[config.mk]
export PLATFORM = sky130hd
export DESIGN_NAME = pn_injection_scheduler
export DESIGN_NICKNAME = d
export VERILOG_FILES = /design/src/rtl/pn_injection_scheduler.sv
export SDC_FILE = /design/constraint.sdc
export NUM_CORES = 1
export LEC_CHECK = 0
export CORE_ASPECT_RATIO = 1.2
export CORE_MARGIN = 4
export CORE_UTILIZATION = 42
export DETAILED_ROUTE_END_ITERATION = 10
export GPL_TIMING_DRIVEN = 0
export PLACE_DENSITY = 0.76
export REMOVE_ABC_BUFFERS = 1
export SYNTH_ARGS = -nofsm -noshare
export SYNTH_HDL_FRONTEND = slang
export SYNTH_SLANG_ARGS = --single-unit
export TNS_END_PERCENT = 10
[constraint.sdc]
create_clock -name clk -period 2.1 [get_ports clk]
set_input_delay 0.42 -clock clk [delete_from_list [all_inputs] [get_ports clk]]
set_output_delay 0.42 -clock clk [all_outputs]
set_load 0.005 [all_outputs]
[src/rtl/pn_injection_scheduler.sv]
// Pipeline stage feeding permutationNetwork: registers the four link flits and injects the
// oldest queued local flit into the lowest free slot. Optional feature macro: INJ_STARVATION_EN.
`ifndef WIDTH_INTERNAL
`define WIDTH_INTERNAL 32
`endif

module pn_injection_scheduler #(
  parameter int FLIT_W       = `WIDTH_INTERNAL,
  parameter int TIME_LSB     = 0,
  parameter int TIME_W       = 8,
  parameter int FIFO_DEPTH   = 4,
  parameter int STARVE_LIMIT = 16
) (
  input  logic                          clk,
  input  logic                          reset,
  input  logic [FLIT_W-1:0]             in_flit0,
  input  logic [FLIT_W-1:0]             in_flit1,
  input  logic [FLIT_W-1:0]             in_flit2,
  input  logic [FLIT_W-1:0]             in_flit3,
  input  logic                          in_vld0,
  input  logic                          in_vld1,
  input  logic                          in_vld2,
  input  logic                          in_vld3,
  input  logic [FLIT_W-1:0]             inj_flit,
  input  logic                          inj_valid,
  output logic                          inj_ready,
  output logic [FLIT_W-1:0]             pn_din0,
  output logic [FLIT_W-1:0]             pn_din1,
  output logic [FLIT_W-1:0]             pn_din2,
  output logic [FLIT_W-1:0]             pn_din3,
  output logic                          pn_vld0,
  output logic                          pn_vld1,
  output logic                          pn_vld2,
  output logic                          pn_vld3,
  output logic [$clog2(FIFO_DEPTH):0]   fifo_count,
  output logic                          starve
);

  localparam int PTR_W = $clog2(FIFO_DEPTH);
  localparam int CNT_W = PTR_W + 1;

  logic [TIME_W-1:0] cycle_cnt;
  logic [FLIT_W-1:0] mem [FIFO_DEPTH];
  logic [PTR_W-1:0]  rd_ptr;
  logic [PTR_W-1:0]  wr_ptr;
  logic              push;
  logic              pop;
  logic [FLIT_W-1:0] push_flit;
  logic [3:0]        link_vld;
  logic [FLIT_W-1:0] link_flit [4];
  logic [FLIT_W-1:0] slot_flit [4];
  logic [3:0]        slot_vld;
  logic              placed;

  assign link_vld     = {in_vld3, in_vld2, in_vld1, in_vld0};
  assign link_flit[0] = in_flit0;
  assign link_flit[1] = in_flit1;
  assign link_flit[2] = in_flit2;
  assign link_flit[3] = in_flit3;

  // Ready comes from registered occupancy only, so a same-cycle pop never raises it.
  assign inj_ready = (fifo_count < CNT_W'(FIFO_DEPTH));
  assign push      = inj_valid & inj_ready;
  assign pop       = (fifo_count != {CNT_W{1'b0}}) & ~(&link_vld);

  // Stamp the pushed flit's age field with this cycle's counter value.
  always_comb begin
    push_flit = inj_flit;
    push_flit[TIME_LSB +: TIME_W] = cycle_cnt;
  end

  // Build next slot contents: link flits pass through, head fills the lowest idle slot.
  always_comb begin
    slot_vld = link_vld;
    placed   = 1'b0;
    for (int i = 0; i < 4; i++) begin
      slot_flit[i] = link_vld[i] ? link_flit[i] : {FLIT_W{1'b0}};
      if (pop && !placed && !link_vld[i]) begin
        slot_flit[i] = mem[rd_ptr];
        slot_vld[i]  = 1'b1;
        placed       = 1'b1;
      end else begin
        placed       = placed;
      end
    end
  end

  // Cycle counter, FIFO pointers/occupancy and the registered network slots.
  always_ff @(posedge clk) begin
    if (reset) begin
      cycle_cnt  <= {TIME_W{1'b0}};
      rd_ptr     <= {PTR_W{1'b0}};
      wr_ptr     <= {PTR_W{1'b0}};
      fifo_count <= {CNT_W{1'b0}};
      pn_din0    <= {FLIT_W{1'b0}};
      pn_din1    <= {FLIT_W{1'b0}};
      pn_din2    <= {FLIT_W{1'b0}};
      pn_din3    <= {FLIT_W{1'b0}};
      pn_vld0    <= 1'b0;
      pn_vld1    <= 1'b0;
      pn_vld2    <= 1'b0;
      pn_vld3    <= 1'b0;
    end else begin
      cycle_cnt <= cycle_cnt + TIME_W'(1);
      if (push) wr_ptr <= wr_ptr + PTR_W'(1);
      if (pop)  rd_ptr <= rd_ptr + PTR_W'(1);
      case ({push, pop})
        2'b10:   fifo_count <= fifo_count + CNT_W'(1);
        2'b01:   fifo_count <= fifo_count - CNT_W'(1);
        default: fifo_count <= fifo_count;
      endcase
      pn_din0 <= slot_flit[0];
      pn_din1 <= slot_flit[1];
      pn_din2 <= slot_flit[2];
      pn_din3 <= slot_flit[3];
      pn_vld0 <= slot_vld[0];
      pn_vld1 <= slot_vld[1];
      pn_vld2 <= slot_vld[2];
      pn_vld3 <= slot_vld[3];
    end
  end

  // FIFO storage; contents need no reset because the pointers define validity.
  always_ff @(posedge clk) begin
    if (!reset && push) begin
      mem[wr_ptr] <= push_flit;
    end
  end

`ifdef INJ_STARVATION_EN
  localparam int BLK_W = $clog2(STARVE_LIMIT + 1);

  logic [BLK_W-1:0] blk_cnt;
  logic [BLK_W-1:0] blk_next;

  // Count cycles where a queued head could not be injected, saturating at the limit.
  always_comb begin
    if (pop || (fifo_count == {CNT_W{1'b0}})) begin
      blk_next = {BLK_W{1'b0}};
    end else if (blk_cnt < BLK_W'(STARVE_LIMIT)) begin
      blk_next = blk_cnt + BLK_W'(1);
    end else begin
      blk_next = blk_cnt;
    end
  end

  // Blocked-cycle register and registered starvation flag.
  always_ff @(posedge clk) begin
    if (reset) begin
      blk_cnt <= {BLK_W{1'b0}};
      starve  <= 1'b0;
    end else begin
      blk_cnt <= blk_next;
      starve  <= (blk_next == BLK_W'(STARVE_LIMIT));
    end
  end
`else
  assign starve = 1'b0;
`endif

endmodule

==> results of run 1 <==
-- power by group through the flow --
| stage | combinational [mW] | sequential (mW) | clock [mW] |
|---|---|---|---|
| floorplan | 1.31 | 6.51 | 0 |
| global placement | 2.63 | 6.57 | 0 |
| detailed placement | 2.94 | 6.43 | 0 |
| CTS | 2.98 | 6.31 | 5.32 |
| global route | 3.21 | 6.38 | 5.53 |
| finish | 2.96 | 6.32 | 5.23 |
-- cell families after synthesis --
group                    Yosys count
AND/OR/NAND/NOR                  108
XOR/XNOR                           6
flip-flops                       277
buffers and inverters             89
adder cells (fa/ha/maj)            7
multiplexers                      32
AO/OA/AOI/OAI                    147
other                              1
-- layer usage --
metal | vias to the layer above | part of all wire | track usage
li1 | 3059 | - | -
met1 | 3335 | 0.38 | 0.2438
met2 | 277 | 0.52 | 0.3694
met3 | 68 | 0.062 | 0.04276
met4 | 2 | 0.031 | 0.06980
met5 | - | 0.00048 | 0
-- flip-flops by register name, indices dropped and copies added (netlist names), named ones only --
register and count:
cycle_cnt 8, pn_vld3 1, pn_vld2 1, pn_din1 32, pn_din0 32, pn_din3 32
mem 128, pn_din2 32, rd_ptr 2, pn_vld1 1, fifo_count 3, wr_ptr 2
pn_vld0 1
-- worst reg2reg max path, delay by kind of cell, from the launching register on --
family | cells | cell delay [ns]
and+or+nand+nor | 3 | 0.99
DFF | 1 | 0.37
buffers and inverters | 2 | 0.36
-- layout by cell type, fill, tap and decap left out, drive strengths merged, types with 3 or more instances in the layout --
cell             n
a21oi           11
a22o            64
and2             4
buf             18
bufinv           7
clkbuf          32
clkdlybuf4s50  289
clkinv           5
clkinvlp         3
dfxtp          149
edfxtp         128
ha               6
inv             42
mux4            32
nand2           66
nand3            4
nor2            14
nor2b            4
o21ai            7
o22ai           62
or3              7
xor2             4
-- final timing paths --
check | startpoint | endpoint | cells past startpoint
min reg2reg | rd_ptr[1]$_SDFFE_PP0N_ | flip-flop | 2
max reg2reg | fifo_count[2]$_SDFFE_PP0P_ | mem[0][12]$_DFFE_PP_ | 5
min | reset | pn_din3[2]$_SDFF_PP0_ | 2
max | fifo_count[2]$_SDFFE_PP0P_ | mem[0][12]$_DFFE_PP_ | 5
-- layout make-up --
| type | instances | share of cell area |
|---|---|---|
| clock buffers | 32 | 0.05026 |
| clock inverters | 16 | 0.01875 |
| inverters | 41 | 0.01098 |
| multi-input cells | 301 | 0.1768 |
| flip-flops and latches | 277 | 0.4875 |
| well taps | 279 | 0.02491 |
| repair buffers | 309 | 0.2308 |
-- stage by stage --
| step | hold slack (ns) | setup slack [ns] | power, mW | instance area [um^2] | TNS, ns |
|---|---|---|---|---|---|
| 2_1_floorplan | 0.4455 | -0.9511 | 7.819 | 9415 | -66.25 |
| 3_5_place_dp | 0.4661 | -1.150 | 9.366 | 13010 | -109.30 |
| 6_report | 0.3169 | 0.05321 | 14.51 | 14020 | 0 |
| 3_3_place_gp | 0.4707 | -6.998 | 9.204 | 12710 | -1054.72 |
| 5_1_grt | 0.3247 | -0.01747 | 15.11 | 14020 | -0.1710 |
| 4_1_cts | 0.3003 | -0.01137 | 14.61 | 14010 | -0.01137 |
-- timing repair --
| action | 4_1_cts | 5_1_grt |
|---|---|---|
| gates resized for setup | 6 | 4 |
| pin swaps | 0 | 0 |
| endpoints found under the setup margin | 63 | 60 |
| endpoints found under the hold margin | 0 | 0 |
| buffers inserted | 2 | 0 |
==> impl_summary.txt, run 1 <==
----------------------------------------------------
[Run status]
  Outcome ... finished, final reports clean

[Synthesis]
  Xor and xnor fraction of the mapped netlist area ... 0.005453
  Cell count after synthesis ... 667
  Simple-gate share of the synthesized area ... 0.05051
  Top-count cell post-synth ... sky130_fd_sc_hd__dfxtp_1
  Post-synthesis compound-gate area fraction ... 0.1117
  Async set-or-reset flop fraction in the synthesized netlist ... 0
  Fraction of the yosys area taken by sequential cells ... 0.7084
  Cell area after synthesis ... 9637 um^2
  Synth area leader ... sky130_fd_sc_hd__edfxtp_1
  Synthesized-area fraction occupied by adder cells ... 0.009868
  Post-synth top flop ... sky130_fd_sc_hd__dfxtp_1
  Synthesis Warnings ... 0
  Synth area leaders ... sky130_fd_sc_hd__edfxtp_1, sky130_fd_sc_hd__dfxtp_1, sky130_fd_sc_hd__mux4_2, sky130_fd_sc_hd__a22o_1, sky130_fd_sc_hd__o22ai_1
  Mux share of post-synthesis cell area ... 0.07479
  Top cell types by occurrence after synthesis ... sky130_fd_sc_hd__dfxtp_1, sky130_fd_sc_hd__edfxtp_1, sky130_fd_sc_hd__nand2_1
  Count of distinct cell types in the synthesized netlist ... 35
  Register bit total from synthesis ... 277
  Top cell type's share of synthesized area ... 0.3989
  EDFF count, synth ... 128
  Largest family of logic cells by synthesized area ... compound AO/OA/AOI/OAI gates
  Post-synthesis area per instance ... 14.45 um^2

[Timing]
  Slew at the pin closest to its max-slew limit ... 0.8764 ns
  Final number of hold-violating endpoints ... 0
  Final-report max-slew violation count ... 0
  RSZ-0062 raised after global routing ... true
  Time the final worst path needs with I/O delays and setup ... 2.047 ns
  # setup viols final ... 0
  Clk_skew ... 0.01789 ns
  Slew margin rel. ... 0.4157
  Achievable clock frequency ... 0.4886 GHz
  Final cycle utilization of the critical path ... 0.9747

[Placed design]
  Routability Congestion ... 0.7471
  Number of cells after detailed placement ... 1205
  DP Wirelength ... 18.53 mm
  Port Buffer Count ... 294

[Worst setup path]
  Max stage delay on crit path ... 0.51 ns
  Launching element type of the critical path ... flip-flop
  Critical Path Sink Type ... flip-flop
  Delay-heaviest family, CP ... simple AND/OR/NAND/NOR gates
  Required time reported for the critical path endpoint ... 2.32 ns
  Max FO, Critical Path ... 19
  Setup CP Type ... flip-flop to flip-flop
  CP bufs+invs ... 2
  Worst-case register-to-register setup slack ... 0.05 ns
  Critical path's slowest cell ... sky130_fd_sc_hd__and2_2
  Critical path cell sequence ... nor2b_1 -> inv_1 -> nor2_1 -> and2_2 -> buf_16
  Crit path DAT ... 2.26 ns

[Pwr]
  Power dissipated by switching net loads ... 3.583 mW
  Relative contribution of combinational cells to total power ... 0.204
  Sequential power share ... 0.436
  Design internal power ... 10.93 mW
  Clk pwr share ... 0.360
  Total power divided by cell area ... 1035 nW/um^2
  Switching share of power ... 0.2469
  Static Leakage ... 5.132 nW
  Maximum resistive drop on vdd ... 0.6819 mV

[Global route]
  Total global-route track usage ... 0.2051
  Number of global-route vias before repair ... 7059
  Maximum number of pins on one net before global-route repair ... 56
  Overflow left after global routing ... 0
  Initial antenna violation count ... 1
  First-pass GRT wire length ... 40.84 mm

[Min path]
  Worst hold path type ... input port to flip-flop

[Clock network]
  Maximum root-to-sink buffer count ... 3
  TritonCTS clock tree ... built
  Worst skew pair latency ... 0.52 ns
  H-tree depth reported by CTS ... 1
  TritonCTS Sinks ... 277
  Total of hold buffers inserted after clock tree synthesis ... 0
  Root buffer selected by CTS ... sky130_fd_sc_hd__clkbuf_16
  Clock-pin slew on the worst setup and hold paths ... 0.07 ns
  Total CTS buffers ... 26

[Routing]
  Average wire per standard cell ... 21.49 um
  DRT Pass-1 Iters ... 4
  Vias after detailed routing ... 6741
  Antenna Nets Post-Route ... 0
  Iter 0 DRT Violations ... 420
  Total wirelength of the detailed-routed design ... 26.97 mm
  Remaining design rule violation count ... 0
  Avg Vias per Cell ... 5.371

[Floorplanning]
  Die Area ... 25440 um^2
  Vertical die dimension ... 173.9 um
  # rows ... 60
  Die width ... 146.3 um
  IO Count ... 304
  Effective utilization at floorplan ... 0.4279
  Core area ... 22520 um^2

[Final layout]
  FF/Latch Area ... 6833 um^2
  Multi-input logic area ... 2479 um^2
  # fillers ... 1694
  NumNets Final ... 1130
  Util after Layout ... 0.6223
  Number of inserted diodes ... 0
  Non-filler cells in the finished layout ... 1255
  Synth-to-Final Area Change ... 45.44%
  Share of layout cells above drive strength 1 ... 0.1117

[Run]
  Max-capacitance violation count ... 0

----------------------------------------------------
(Power assumes the default switching activity.)
==> run 2: changes to the inputs <==
- PLACE_DENSITY: 0.76 -> default
- PLACE_DENSITY_LB_ADDON: default -> 0.2
==> run 2 against run 1 <==
  * Clock skew decreased by 0.0015 ns
  * Sequential share of layout area increased by 0.075 points
  * Worst hold slack improved by 0.035 ns
  * Critical path type unchanged
  * Critical endpoint is now fifo_count[2]$_SDFFE_PP0P_
  * Highest routed layer is now met4
==> impl_summary.txt, run 2 (synthesis gave the netlist of run 1 again) <==
----------------------------------------------------
[Floorplanning]
  Die width ... 146.3 um (unchanged)
  Effective utilization at floorplan ... 0.4279 (unchanged)
  Vertical die dimension ... 173.9 um (unchanged)
  Core area ... 22520 um^2 (unchanged)
  # rows ... 60 (unchanged)
  Die Area ... 25440 um^2 (unchanged)
  IO Count ... 304 (unchanged)

[Routing]
  Antenna Nets Post-Route ... 0 (unchanged)
  Average wire per standard cell ... 20.90 um (was 21.49 um)
  Vias after detailed routing ... 6600 (was 6741)
  Avg Vias per Cell ... 5.238 (was 5.371)
  Iter 0 DRT Violations ... 365 (was 420)
  DRT Pass-1 Iters ... 5 (was 4)
  Remaining design rule violation count ... 0 (unchanged)
  Total wirelength of the detailed-routed design ... 26.33 mm (was 26.97 mm)

[Timing]
  # setup viols final ... 0 (unchanged)
  Slew at the pin closest to its max-slew limit ... 0.8842 ns (was 0.8764 ns)
  Final number of hold-violating endpoints ... 0 (unchanged)
  Final worst hold slack ... 0.3524 ns (was 0.3169 ns)
  Time the final worst path needs with I/O delays and setup ... 2.028 ns (was 2.047 ns)
  Clk_skew ... 0.01641 ns (was 0.01789 ns)
  Achievable clock frequency ... 0.4930 GHz (was 0.4886 GHz)
  Final-report max-slew violation count ... 0 (unchanged)
  Final cycle utilization of the critical path ... 0.9658 (was 0.9747)
  Slew margin rel. ... 0.4105 (was 0.4157)

[Clock network]
  TritonCTS clock tree ... built (unchanged)
  Clock-pin slew on the worst setup and hold paths ... 0.06 ns (was 0.07 ns)
  Worst skew pair latency ... 0.52 ns (about the same)
  Root buffer selected by CTS ... sky130_fd_sc_hd__clkbuf_16 (unchanged)
  Maximum root-to-sink buffer count ... 3 (unchanged)
  TritonCTS Sinks ... 277 (unchanged)
  H-tree depth reported by CTS ... 1 (unchanged)
  Total of hold buffers inserted after clock tree synthesis ... 0 (unchanged)
  Total CTS buffers ... 27 (was 26)

[Global route]
  Total global-route track usage ... 0.1990 (was 0.2051)
  Initial antenna violation count ... 1 (unchanged)
  Number of global-route vias before repair ... 6765 (was 7059)
  First-pass GRT wire length ... 39.60 mm (was 40.84 mm)
  Overflow left after global routing ... 0 (unchanged)
  Maximum number of pins on one net before global-route repair ... 53 (was 56)

[Worst setup path]
  Launching element type of the critical path ... flip-flop (unchanged)
  Crit path DAT ... 2.48 ns (was 2.26 ns)
  Max stage delay on crit path ... 0.49 ns (was 0.51 ns)
  Required time reported for the critical path endpoint ... 2.55 ns (was 2.32 ns)
  Delay-heaviest family, CP ... adder cells (was simple AND/OR/NAND/NOR gates)
  Critical path cell sequence ... nor3_4 -> nor2_1 -> ha_1 -> inv_1 -> fa_1 -> xor2_1 -> or3_1 -> a21oi_1 (was nor2b_1 -> inv_1 -> nor2_1 -> and2_2 -> buf_16)
  CP bufs+invs ... 1 (was 2)
  Setup CP Type ... flip-flop to flip-flop (unchanged)
  Critical Path Sink Type ... flip-flop (unchanged)
  Critical path's slowest cell ... sky130_fd_sc_hd__dfxtp_1 (was sky130_fd_sc_hd__and2_2)
  Max FO, Critical Path ... 8 (was 19)

[Min path]
  Worst hold path type ... input port to flip-flop (unchanged)

[Pwr]
  Maximum resistive drop on vdd ... 0.5410 mV (was 0.6819 mV)
  Overall power of the completed layout ... 14.08 mW (was 14.51 mW)
  Static Leakage ... 5.137 nW (was 5.132 nW)
  Total power divided by cell area ... 1006 nW/um^2 (was 1035 nW/um^2)

[Final layout]
  Commonest cells after routing, fill and taps aside ... sky130_fd_sc_hd__clkdlybuf4s50_1, sky130_fd_sc_hd__dfxtp_1, sky130_fd_sc_hd__edfxtp_1 (unchanged)
  Register ranked first by flip-flop count ... mem (unchanged)
  Commonest non-fill, non-tap cell in the layout ... sky130_fd_sc_hd__clkdlybuf4s50_1 (unchanged)
  Synth-to-Final Area Change ... 45.30% (was 45.44%)
  Share of layout cells above drive strength 1 ... 0.1112 (was 0.1117)
  Flip-flop count of the largest register, all copies and words added ... 128 (unchanged)
  Multi-input logic area ... 2482 um^2 (was 2479 um^2)
  NumNets Final ... 1134 (was 1130)
  # fillers ... 1761 (was 1694)
  FF/Latch Area ... 6837 um^2 (was 6833 um^2)

[Run status]
  Outcome ... finished, final reports clean (unchanged)

[Placed design]
  Routability Congestion ... 0.7434 (was 0.7471)
  DP Wirelength ... 18.12 mm (was 18.53 mm)
  Port Buffer Count ... 294 (unchanged)

[Run]
  Max-capacitance violation count ... 0 (unchanged)

----------------------------------------------------
[run 2: worst paths after layout]
check	start	to	slack, ns	cells past startpoint
max	fifo_count[1]$_SDFFE_PP0P_	fifo_count[2]$_SDFFE_PP0P_	0.07	8
min	reset	pn_din3[2]$_SDFF_PP0_	0.35	2
max reg2reg	fifo_count[1]$_SDFFE_PP0P_	fifo_count[2]$_SDFFE_PP0P_	0.07	8
min reg2reg	rd_ptr[1]$_SDFFE_PP0N_	flip-flop	0.50	2
[run 2: worst register-to-register path: cells and delay by family (launching register included)]
kind,cells,cell delay [ns]
buf+inv,1,0.06
fa+ha+maj,2,0.56
xor+xnor,1,0.16
compound gates,1,0.15
flops,1,0.49
simple gates,3,0.54
[run 2: final cells by class]
type | count | share of cell area
clock inverter | 8 | 0.006344
multi-input combinational | 301 | 0.1773
tap | 279 | 0.02493
antenna | 1 | 0.0001787
sequential | 277 | 0.4882
clock buffer | 41 | 0.05710
inverter | 41 | 0.01099
timing repair buffer | 312 | 0.2349
[run 2: per-stage QoR]
step                      setup TNS (ns)  worst slack, ns  utilization  cells  area [um^2]
after CTS                         -4.743         -0.09893       0.6198   1258        13960
after global routing            -0.02123         -0.02123       0.6217   1260        14000
after detailed placement         -110.17          -0.7590       0.5787   1206        13030
after global placement          -1069.05           -7.006       0.5642   1192        12710
after floorplan                   -66.25          -0.9511            -    619         9415
final                                  0          0.07173       0.6217   1260        14000
[run 2: where the power goes]
group          internal [mW]  total, mW  switching [mW]
logic                   1.62       2.92            1.29
clock network           2.86       4.80            1.94
registers               6.10       6.37           0.274
total                   10.6       14.1            3.50
[run 2: routing by layer]
layer | share of wire | GRT usage | up-vias
met2 | 0.51 | 0.3562 | 254
met4 | 0.020 | 0.05176 | 0
met1 | 0.39 | 0.2406 | 3245
met5 | 0 | 0 | -
li1 | - | - | 3065
met3 | 0.073 | 0.04876 | 36
[run 2: repair_timing]
item / 4_1_cts / 5_1_grt
setup endpoints to repair: 133 / 112
buffers inserted: 3 / 1
gates resized for setup: 4 / 11
pin swaps: 0 / 1
